===== src/rtl/taillight_request_sequencer_if.sv =====
// Raw switch inputs in, tail-light sequencer requests out.
// The front-end controller is the slave; whatever drives the switches is the master.
interface taillight_request_sequencer_if;
    logic       stalk_left;
    logic       stalk_right;
    logic       hazard_sw;
    logic       brake_pedal;
    logic       turn_left;
    logic       turn_right;
    logic       brake;
    logic [2:0] state_o;

    modport master (
        output stalk_left,
        output stalk_right,
        output hazard_sw,
        output brake_pedal,
        input  turn_left,
        input  turn_right,
        input  brake,
        input  state_o
    );

    modport slave (
        input  stalk_left,
        input  stalk_right,
        input  hazard_sw,
        input  brake_pedal,
        output turn_left,
        output turn_right,
        output brake,
        output state_o
    );
endinterface


===== src/rtl/taillight_request_sequencer.sv =====
// Tail-light front end: synchronises and debounces the switches, arbitrates turn/hazard,
// and emits flashing turn requests plus a brake request for the tail-light sequencer.
//
// state   | meaning
// --------+-----------------------------------------------------------------
// IDLE    | no turn request; brake follows the pedal
// LEFT    | left stalk held: turn_left flashes, cancel counter runs
// RIGHT   | right stalk held: turn_right flashes, cancel counter runs
// HAZARD  | hazard switch on: brake flashes (pedal still honoured in OFF phase)
// LOCKOUT | stalk left on too long: no flashing until both stalks released
module taillight_request_sequencer #(
    parameter int DEBOUNCE_CYCLES = 4,
    parameter int BLINK_ON        = 16,
    parameter int BLINK_OFF       = 16,
    parameter int CANCEL_CYCLES   = 1024
) (
    input logic                          clk,
    input logic                          rst,
    taillight_request_sequencer_if.slave bus
);

    localparam int DB_W      = (DEBOUNCE_CYCLES > 1) ? $clog2(DEBOUNCE_CYCLES) : 1;
    localparam int BLINK_MAX = (BLINK_ON > BLINK_OFF) ? BLINK_ON : BLINK_OFF;
    localparam int BL_W      = (BLINK_MAX > 1) ? $clog2(BLINK_MAX) : 1;
    localparam int CAN_W     = (CANCEL_CYCLES > 1) ? $clog2(CANCEL_CYCLES) : 1;

    localparam logic [DB_W-1:0]  DB_LAST  = DB_W'(DEBOUNCE_CYCLES - 1);
    localparam logic [BL_W-1:0]  ON_LAST  = BL_W'(BLINK_ON - 1);
    localparam logic [BL_W-1:0]  OFF_LAST = BL_W'(BLINK_OFF - 1);
    localparam logic [CAN_W-1:0] CAN_LAST = CAN_W'(CANCEL_CYCLES - 1);

    typedef enum logic [2:0] {
        S_IDLE    = 3'd0,
        S_LEFT    = 3'd1,
        S_RIGHT   = 3'd2,
        S_HAZARD  = 3'd3,
        S_LOCKOUT = 3'd4
    } state_t;

    // Bit order for the switch vectors: {brake, hazard, right, left}
    localparam int I_LEFT   = 0;
    localparam int I_RIGHT  = 1;
    localparam int I_HAZARD = 2;
    localparam int I_BRAKE  = 3;

    logic [3:0]            raw;
    logic [3:0]            sync1;
    logic [3:0]            sync2;
    logic [3:0]            db;
    logic [3:0][DB_W-1:0]  db_cnt;

    logic left_db;
    logic right_db;
    logic hazard_db;
    logic brake_db;

    state_t            state;
    state_t            state_nx;
    logic              blink_on;
    logic              blink_on_nx;
    logic [BL_W-1:0]   blink_cnt;
    logic [BL_W-1:0]   blink_cnt_nx;
    logic [CAN_W-1:0]  cancel_cnt;
    logic [CAN_W-1:0]  cancel_cnt_nx;

    logic turn_left_q;
    logic turn_right_q;
    logic brake_q;
    logic turn_left_nx;
    logic turn_right_nx;
    logic brake_nx;

    assign raw = {bus.brake_pedal, bus.hazard_sw, bus.stalk_right, bus.stalk_left};

    always_ff @(posedge clk or posedge rst) begin
        if (rst) begin
            sync1 <= '0;
            sync2 <= '0;
        end else begin
            sync1 <= raw;
            sync2 <= sync1;
        end
    end

    // A change is accepted only after DEBOUNCE_CYCLES consecutive differing samples.
    always_ff @(posedge clk or posedge rst) begin
        if (rst) begin
            db     <= '0;
            db_cnt <= '0;
        end else begin
            for (int i = 0; i < 4; i++) begin
                if (sync2[i] != db[i]) begin
                    if (db_cnt[i] == DB_LAST) begin
                        db[i]     <= sync2[i];
                        db_cnt[i] <= '0;
                    end else begin
                        db_cnt[i] <= db_cnt[i] + 1'b1;
                    end
                end else begin
                    db_cnt[i] <= '0;
                end
            end
        end
    end

    assign left_db   = db[I_LEFT];
    assign right_db  = db[I_RIGHT];
    assign hazard_db = db[I_HAZARD];
    assign brake_db  = db[I_BRAKE];

    always_ff @(posedge clk or posedge rst) begin
        if (rst) begin
            state <= S_IDLE;
        end else begin
            state <= state_nx;
        end
    end

    always_comb begin
        state_nx = state;
        if (hazard_db) begin
            state_nx = S_HAZARD;
        end else begin
            case (state)
                S_HAZARD: state_nx = S_IDLE;
                S_IDLE: begin
                    if (left_db && !right_db) begin
                        state_nx = S_LEFT;
                    end else if (right_db && !left_db) begin
                        state_nx = S_RIGHT;
                    end
                end
                S_LEFT: begin
                    if (!left_db || right_db) begin
                        state_nx = S_IDLE;
                    end else if (cancel_cnt == CAN_LAST) begin
                        state_nx = S_LOCKOUT;
                    end
                end
                S_RIGHT: begin
                    if (!right_db || left_db) begin
                        state_nx = S_IDLE;
                    end else if (cancel_cnt == CAN_LAST) begin
                        state_nx = S_LOCKOUT;
                    end
                end
                S_LOCKOUT: begin
                    if (!left_db && !right_db) begin
                        state_nx = S_IDLE;
                    end
                end
                default: state_nx = S_IDLE;
            endcase
        end
    end

    // Entering a flashing state restarts the blink so every flash is a fresh request.
    always_comb begin
        blink_on_nx   = 1'b1;
        blink_cnt_nx  = '0;
        cancel_cnt_nx = '0;
        if ((state_nx == S_LEFT || state_nx == S_RIGHT || state_nx == S_HAZARD)
                && state_nx == state) begin
            if (blink_on) begin
                if (blink_cnt == ON_LAST) begin
                    blink_on_nx = 1'b0;
                end else begin
                    blink_cnt_nx = blink_cnt + 1'b1;
                end
            end else begin
                if (blink_cnt == OFF_LAST) begin
                    blink_on_nx = 1'b1;
                end else begin
                    blink_on_nx  = 1'b0;
                    blink_cnt_nx = blink_cnt + 1'b1;
                end
            end
        end
        if ((state == S_LEFT || state == S_RIGHT) && state_nx == state) begin
            cancel_cnt_nx = cancel_cnt + 1'b1;
        end
    end

    always_comb begin
        turn_left_nx  = 1'b0;
        turn_right_nx = 1'b0;
        brake_nx      = brake_db;
        case (state_nx)
            S_LEFT:   turn_left_nx  = blink_on_nx;
            S_RIGHT:  turn_right_nx = blink_on_nx;
            S_HAZARD: brake_nx      = blink_on_nx | brake_db;
            default: begin
                turn_left_nx  = 1'b0;
                turn_right_nx = 1'b0;
            end
        endcase
    end

    always_ff @(posedge clk or posedge rst) begin
        if (rst) begin
            blink_on     <= 1'b1;
            blink_cnt    <= '0;
            cancel_cnt   <= '0;
            turn_left_q  <= 1'b0;
            turn_right_q <= 1'b0;
            brake_q      <= 1'b0;
        end else begin
            blink_on     <= blink_on_nx;
            blink_cnt    <= blink_cnt_nx;
            cancel_cnt   <= cancel_cnt_nx;
            turn_left_q  <= turn_left_nx;
            turn_right_q <= turn_right_nx;
            brake_q      <= brake_nx;
        end
    end

    assign bus.turn_left  = turn_left_q;
    assign bus.turn_right = turn_right_q;
    assign bus.brake      = brake_q;
    assign bus.state_o    = state;

endmodule

===== src/flat_wrapper.sv =====
// flat-port wrapper written by rule: the top's interface ports become plain ports
module taillight_request_sequencer_flat 
#(
    parameter int DEBOUNCE_CYCLES = 4,
    parameter int BLINK_ON        = 16,
    parameter int BLINK_OFF       = 16,
    parameter int CANCEL_CYCLES   = 1024
)
  (clk, rst, bus_stalk_left, bus_stalk_right, bus_hazard_sw, bus_brake_pedal, bus_turn_left, bus_turn_right, bus_brake, bus_state_o);
  taillight_request_sequencer_if bus_i ();
  input logic clk;
  input logic rst;
  input wire logic [$bits(bus_i.stalk_left)-1:0] bus_stalk_left;
  input wire logic [$bits(bus_i.stalk_right)-1:0] bus_stalk_right;
  input wire logic [$bits(bus_i.hazard_sw)-1:0] bus_hazard_sw;
  input wire logic [$bits(bus_i.brake_pedal)-1:0] bus_brake_pedal;
  output wire logic [$bits(bus_i.turn_left)-1:0] bus_turn_left;
  output wire logic [$bits(bus_i.turn_right)-1:0] bus_turn_right;
  output wire logic [$bits(bus_i.brake)-1:0] bus_brake;
  output wire logic [$bits(bus_i.state_o)-1:0] bus_state_o;
  assign bus_i.stalk_left = bus_stalk_left;
  assign bus_i.stalk_right = bus_stalk_right;
  assign bus_i.hazard_sw = bus_hazard_sw;
  assign bus_i.brake_pedal = bus_brake_pedal;
  assign bus_turn_left = bus_i.turn_left;
  assign bus_turn_right = bus_i.turn_right;
  assign bus_brake = bus_i.brake;
  assign bus_state_o = bus_i.state_o;
  taillight_request_sequencer #(.DEBOUNCE_CYCLES(DEBOUNCE_CYCLES), .BLINK_ON(BLINK_ON), .BLINK_OFF(BLINK_OFF), .CANCEL_CYCLES(CANCEL_CYCLES)) u_core (.clk(clk), .rst(rst), .bus(bus_i));
endmodule

===== config.mk =====
export PLATFORM = sky130hd
export DESIGN_NAME = taillight_request_sequencer_flat
export DESIGN_NICKNAME = d
export VERILOG_FILES = /design/src/rtl/taillight_request_sequencer_if.sv /design/src/rtl/taillight_request_sequencer.sv /design/src/flat_wrapper.sv
export SDC_FILE = /design/constraint.sdc
export NUM_CORES = 1
export LEC_CHECK = 0
export CORE_MARGIN = 5
export CORE_UTILIZATION = 55
export CTS_BUF_LIST = sky130_fd_sc_hd__clkbuf_8 sky130_fd_sc_hd__clkbuf_16
export DETAILED_ROUTE_END_ITERATION = 10
export DONT_BUFFER_PORTS = 1
export PLACE_DENSITY = 0.73
export SETUP_SLACK_MARGIN = 0.2
export SYNTH_ARGS = -nofsm -noshare
export SYNTH_HDL_FRONTEND = slang
export SYNTH_SLANG_ARGS = --single-unit

===== constraint.sdc =====
create_clock -name clk -period 1.9 [get_ports clk]
set_clock_uncertainty 0.2 [all_clocks]
set_input_delay 0.19 -clock clk [delete_from_list [all_inputs] [get_ports clk]]
set_output_delay 0.19 -clock clk [all_outputs]
set_load 0.005 [all_outputs]

==> results.yml <==
timing:
  finalSetupViolations: 0
  relSlewSlack_pct: 67.5
  min_period_ps: 1790
  grt_setup_unrepaired: "yes"
  transition_at_the_pin_with_the_smallest_max_transition_slack_ps: 487
  timing.final.hold_violations: 0
  report.final.slew_viol_count: 0
  clock.fmax_mhz: 557
  timing.final.crit_share_pct: 94.4
  setup_slack_ps: 106
clock_tree:
  cts.sinks: 41
  clock_pin_slew_reported_for_the_worst_setup_and_hold_paths_after_clock_tree_synthesis_ps: 80
  htree_levels: 2
  cts_made_buffers: 5
  cts.root.buffer_cell: "sky130_fd_sc_hd__clkbuf_8"
  cts_tree: "built"
  clock_tree.buffer_depth: 2
  clock_latency_late_sink_ps: 290
layout:
  fillerInstances: 241
  layout-area-overhead-vs-synth_pct: 21.2
  antenna_cells: 0
  postLayoutCellArea_um2: 2140
  final_nets: 180
  most_common_library_cell_in_the_layout_ignoring_fill_and_taps: "sky130_fd_sc_hd__dfrtp_1"
  final_cell_mix: "sky130_fd_sc_hd__dfrtp_1 (36), sky130_fd_sc_hd__nor2_1 (14), sky130_fd_sc_hd__buf_4 (11), sky130_fd_sc_hd__nand2_1 (10)"
  utilization_pct: 69.6
  drive_above_1_share_pct: 24.3
synth:
  yosys_cell_types: 35
  synth_fa_ha_area_share_pct: 4.25
  ys_ff_latch: 41
  yosys_warnings: 0
  area_share_of_and_or_nand_nor_cells_after_synthesis_pct: 18.2
  asyncSetResetFlopFracSynth_pct: 100
  mux_contribution_to_synthesized_area_pct: 2.55
  mappedNetlistArea_um2: 1770
  synth_compound_gate_area_share_pct: 6.94
  synth_top_family_by_area: "simple AND/OR/NAND/NOR gates"
  synth_edf_count: 0
  synthesis.area_per_instance_um2: 11.8
  syn_inst: 150
  dominantRegCellSynth: "sky130_fd_sc_hd__dfrtp_1"
  synth_xor_xnor_area_share_pct: 7.44
  mappedNetlistNets: 162
  sequential_cell_area_fraction_in_the_yosys_report_pct: 58.1
die:
  core_um2: 3080
  ios: 12
  die_area_um2: 4450
  die_w_um: 66.7
  floorplan.initialDensity_pct: 57.4
  standard_cell_row_count: 20
  die_h_um: 66.7
grt:
  grt_start_max_net_pins: 42
  global_route.usage.total_pct: 16.7
  grt_ovf: 0
  vias_in_the_first_global_route: 1202
  antenna_found_initial: 0
  grt_pass1_wl_mm: 5.50
critical_path:
  slowest_stage: "sky130_fd_sc_hd__dfrtp_2"
  cpLargestDelayFamily: "compound AO/OA/AOI/OAI gates"
  cp.required_ps: 1890
  critical_path.max_fanout: 7
  timing.reg2reg.worst_path_depth: 4
  path_buf_inv: 0
  r2r_slack_ps: 110
  crit-reg2reg-capture: "u_core.bus.turn_left"
  r2r_start: "u_core.bus.state_o[0]"
  critical_path_class: "register to register"
  crit_path_start_kind: "register"
  end_kind: "register"
  timing.critical_path.cells: "nand4bb_4 -> a211o_1 -> o211ai_1 -> nor4bb_4"
  critical-path-max-stage-delay_ps: 460
  worst_ep_arrival_time_ps: 1790
drt:
  drt_first_iter_violations: 73
  drt_first_pass_iters: 4
  drcViolationCount: 0
  antenna_violating_nets_post_route: 0
  drt-wirelength-per-cell_um: 14.4
  wl_mm: 3.08
  dr_total_vias: 1139
  via_per_inst: 5.35
place:
  place.port_buffers: 0
  routabilityCongestion: 0.870
  hpwlAfterDp_mm: 2.07
  dpl_worst_slack_ps: 80.0
  placedInstanceArea_um2: 1840
power:
  ir_worst_vdd_v: 0.000913
  p_per_area_nw_per_um2: 1320
  leak_pwr_nw: 0.954
min_path:
  hold_path.class: "register to register"
  min_delay_worst_endpoint: "u_core.sync2[3]"
  worst_hold_startpoint: "u_core.sync1[3]"
  min_delay_path_depth: 0
outcome:
  outcome: "completed"
run:
  maxCapViolCount: 0
==> routing by layer <==
layer  global-route usage [%]  wire (µm)  vias up
li1                         -          -      556
met1                     19.7       1270      553
met2                     28.5       1600       22
met3                     5.73        118        8
met4                     5.33         86        0
met5                        0          0        -
==> cell type report <==
cell class / instances / area (µm²) / share of cell area [%]
clock buffers: 5 / 68.8 / 3.21
clock inverters: 3 / 65.1 / 3.04
inverters: 2 / 7.51 / 0.350
multi-input cells: 102 / 781 / 36.4
flip-flops and latches: 41 / 1030 / 48.2
well taps: 44 / 55.1 / 2.57
repair buffers: 16 / 133 / 6.19
==> metrics by stage <==
step | TNS (ps) | hold slack (ps) | power (mW) | cells
6_report | 0 | 158 | 2.82 | 213
5_1_grt | -15.5 | 163 | 3.02 | 213
4_1_cts | 0 | 162 | 2.72 | 210
3_5_place_dp | 0 | 21.5 | 1.88 | 196
3_3_place_gp | 0 | 21.5 | 1.83 | 196
2_1_floorplan | 0 | 21.4 | 1.72 | 150
==> state kept, by name (all words and copies together) (netlist names) <==
signal / cells
u_core.blink_cnt: 4
u_core.blink_on: 1
u_core.bus.brake: 1
u_core.bus.state_o: 3
u_core.bus.turn_left: 1
u_core.bus.turn_right: 1
u_core.cancel_cnt: 10
u_core.db: 4
u_core.db_cnt: 8
u_core.sync1: 4
u_core.sync2: 4
==> timing repair <==
| action | 4_1_cts | 5_1_grt |
|---|---|---|
| setup buffers | 1 | 3 |
| hold buffers | 5 | 0 |
| setup endpoints to repair | 4 | 19 |
| resized for setup | 7 | 12 |
| endpoints found under the hold margin | 44 | 0 |
| pin swaps | 2 | 4 |
==> Yosys cell counts (3+ instances only) <==
master                    number  area share, %
sky130_fd_sc_hd__xnor2_1       8            4.0
sky130_fd_sc_hd__mux2_2        4            2.5
sky130_fd_sc_hd__ha_1          6            4.2
sky130_fd_sc_hd__nor2_1       14            3.0
sky130_fd_sc_hd__nand3_1       7            2.0
sky130_fd_sc_hd__nand4_1       3            1.1
sky130_fd_sc_hd__nor3_1        8            2.3
sky130_fd_sc_hd__a21oi_1       7            2.0
sky130_fd_sc_hd__dfrtp_1      40             57
sky130_fd_sc_hd__nand2_1      10            2.1
sky130_fd_sc_hd__xor2_1        7            3.5
sky130_fd_sc_hd__nor2b_1       5            1.8
==> cell families after synthesis <==
logic type / count (synthesis)
buffers and inverters: 7
AOI/OAI and AO/OA: 18
and+or+nand+nor: 59
adders and majority gates: 6
DFF: 41
muxes: 4
xor gates and xnor gates: 15
==> how the worst max path moves through the flow <==
| stage | from | endpoint | slack (ps) | cells past startpoint |
|---|---|---|---|---|
| after floorplan | u_core.bus.state_o[0] | u_core.cancel_cnt[2] | 230 | 6 |
| after global placement | u_core.cancel_cnt[0] | u_core.bus.state_o[1] | 160 | 5 |
| after detailed placement | u_core.cancel_cnt[0] | u_core.bus.turn_left | 80 | 5 |
| after CTS | u_core.db[1] | u_core.bus.turn_left | 200 | 4 |
| after global routing | u_core.bus.state_o[0] | u_core.bus.turn_left | -20 | 4 |
| final | u_core.bus.state_o[0] | u_core.bus.turn_left | 110 | 4 |
==> power by group <==
part           switching (mW)  leakage [nW]  internal [mW]
registers               0.209         0.520           1.07
clock network           0.283        0.0681          0.521
logic                   0.330         0.366          0.410
total                   0.822         0.954           2.00
(Power assumes the default switching activity.)
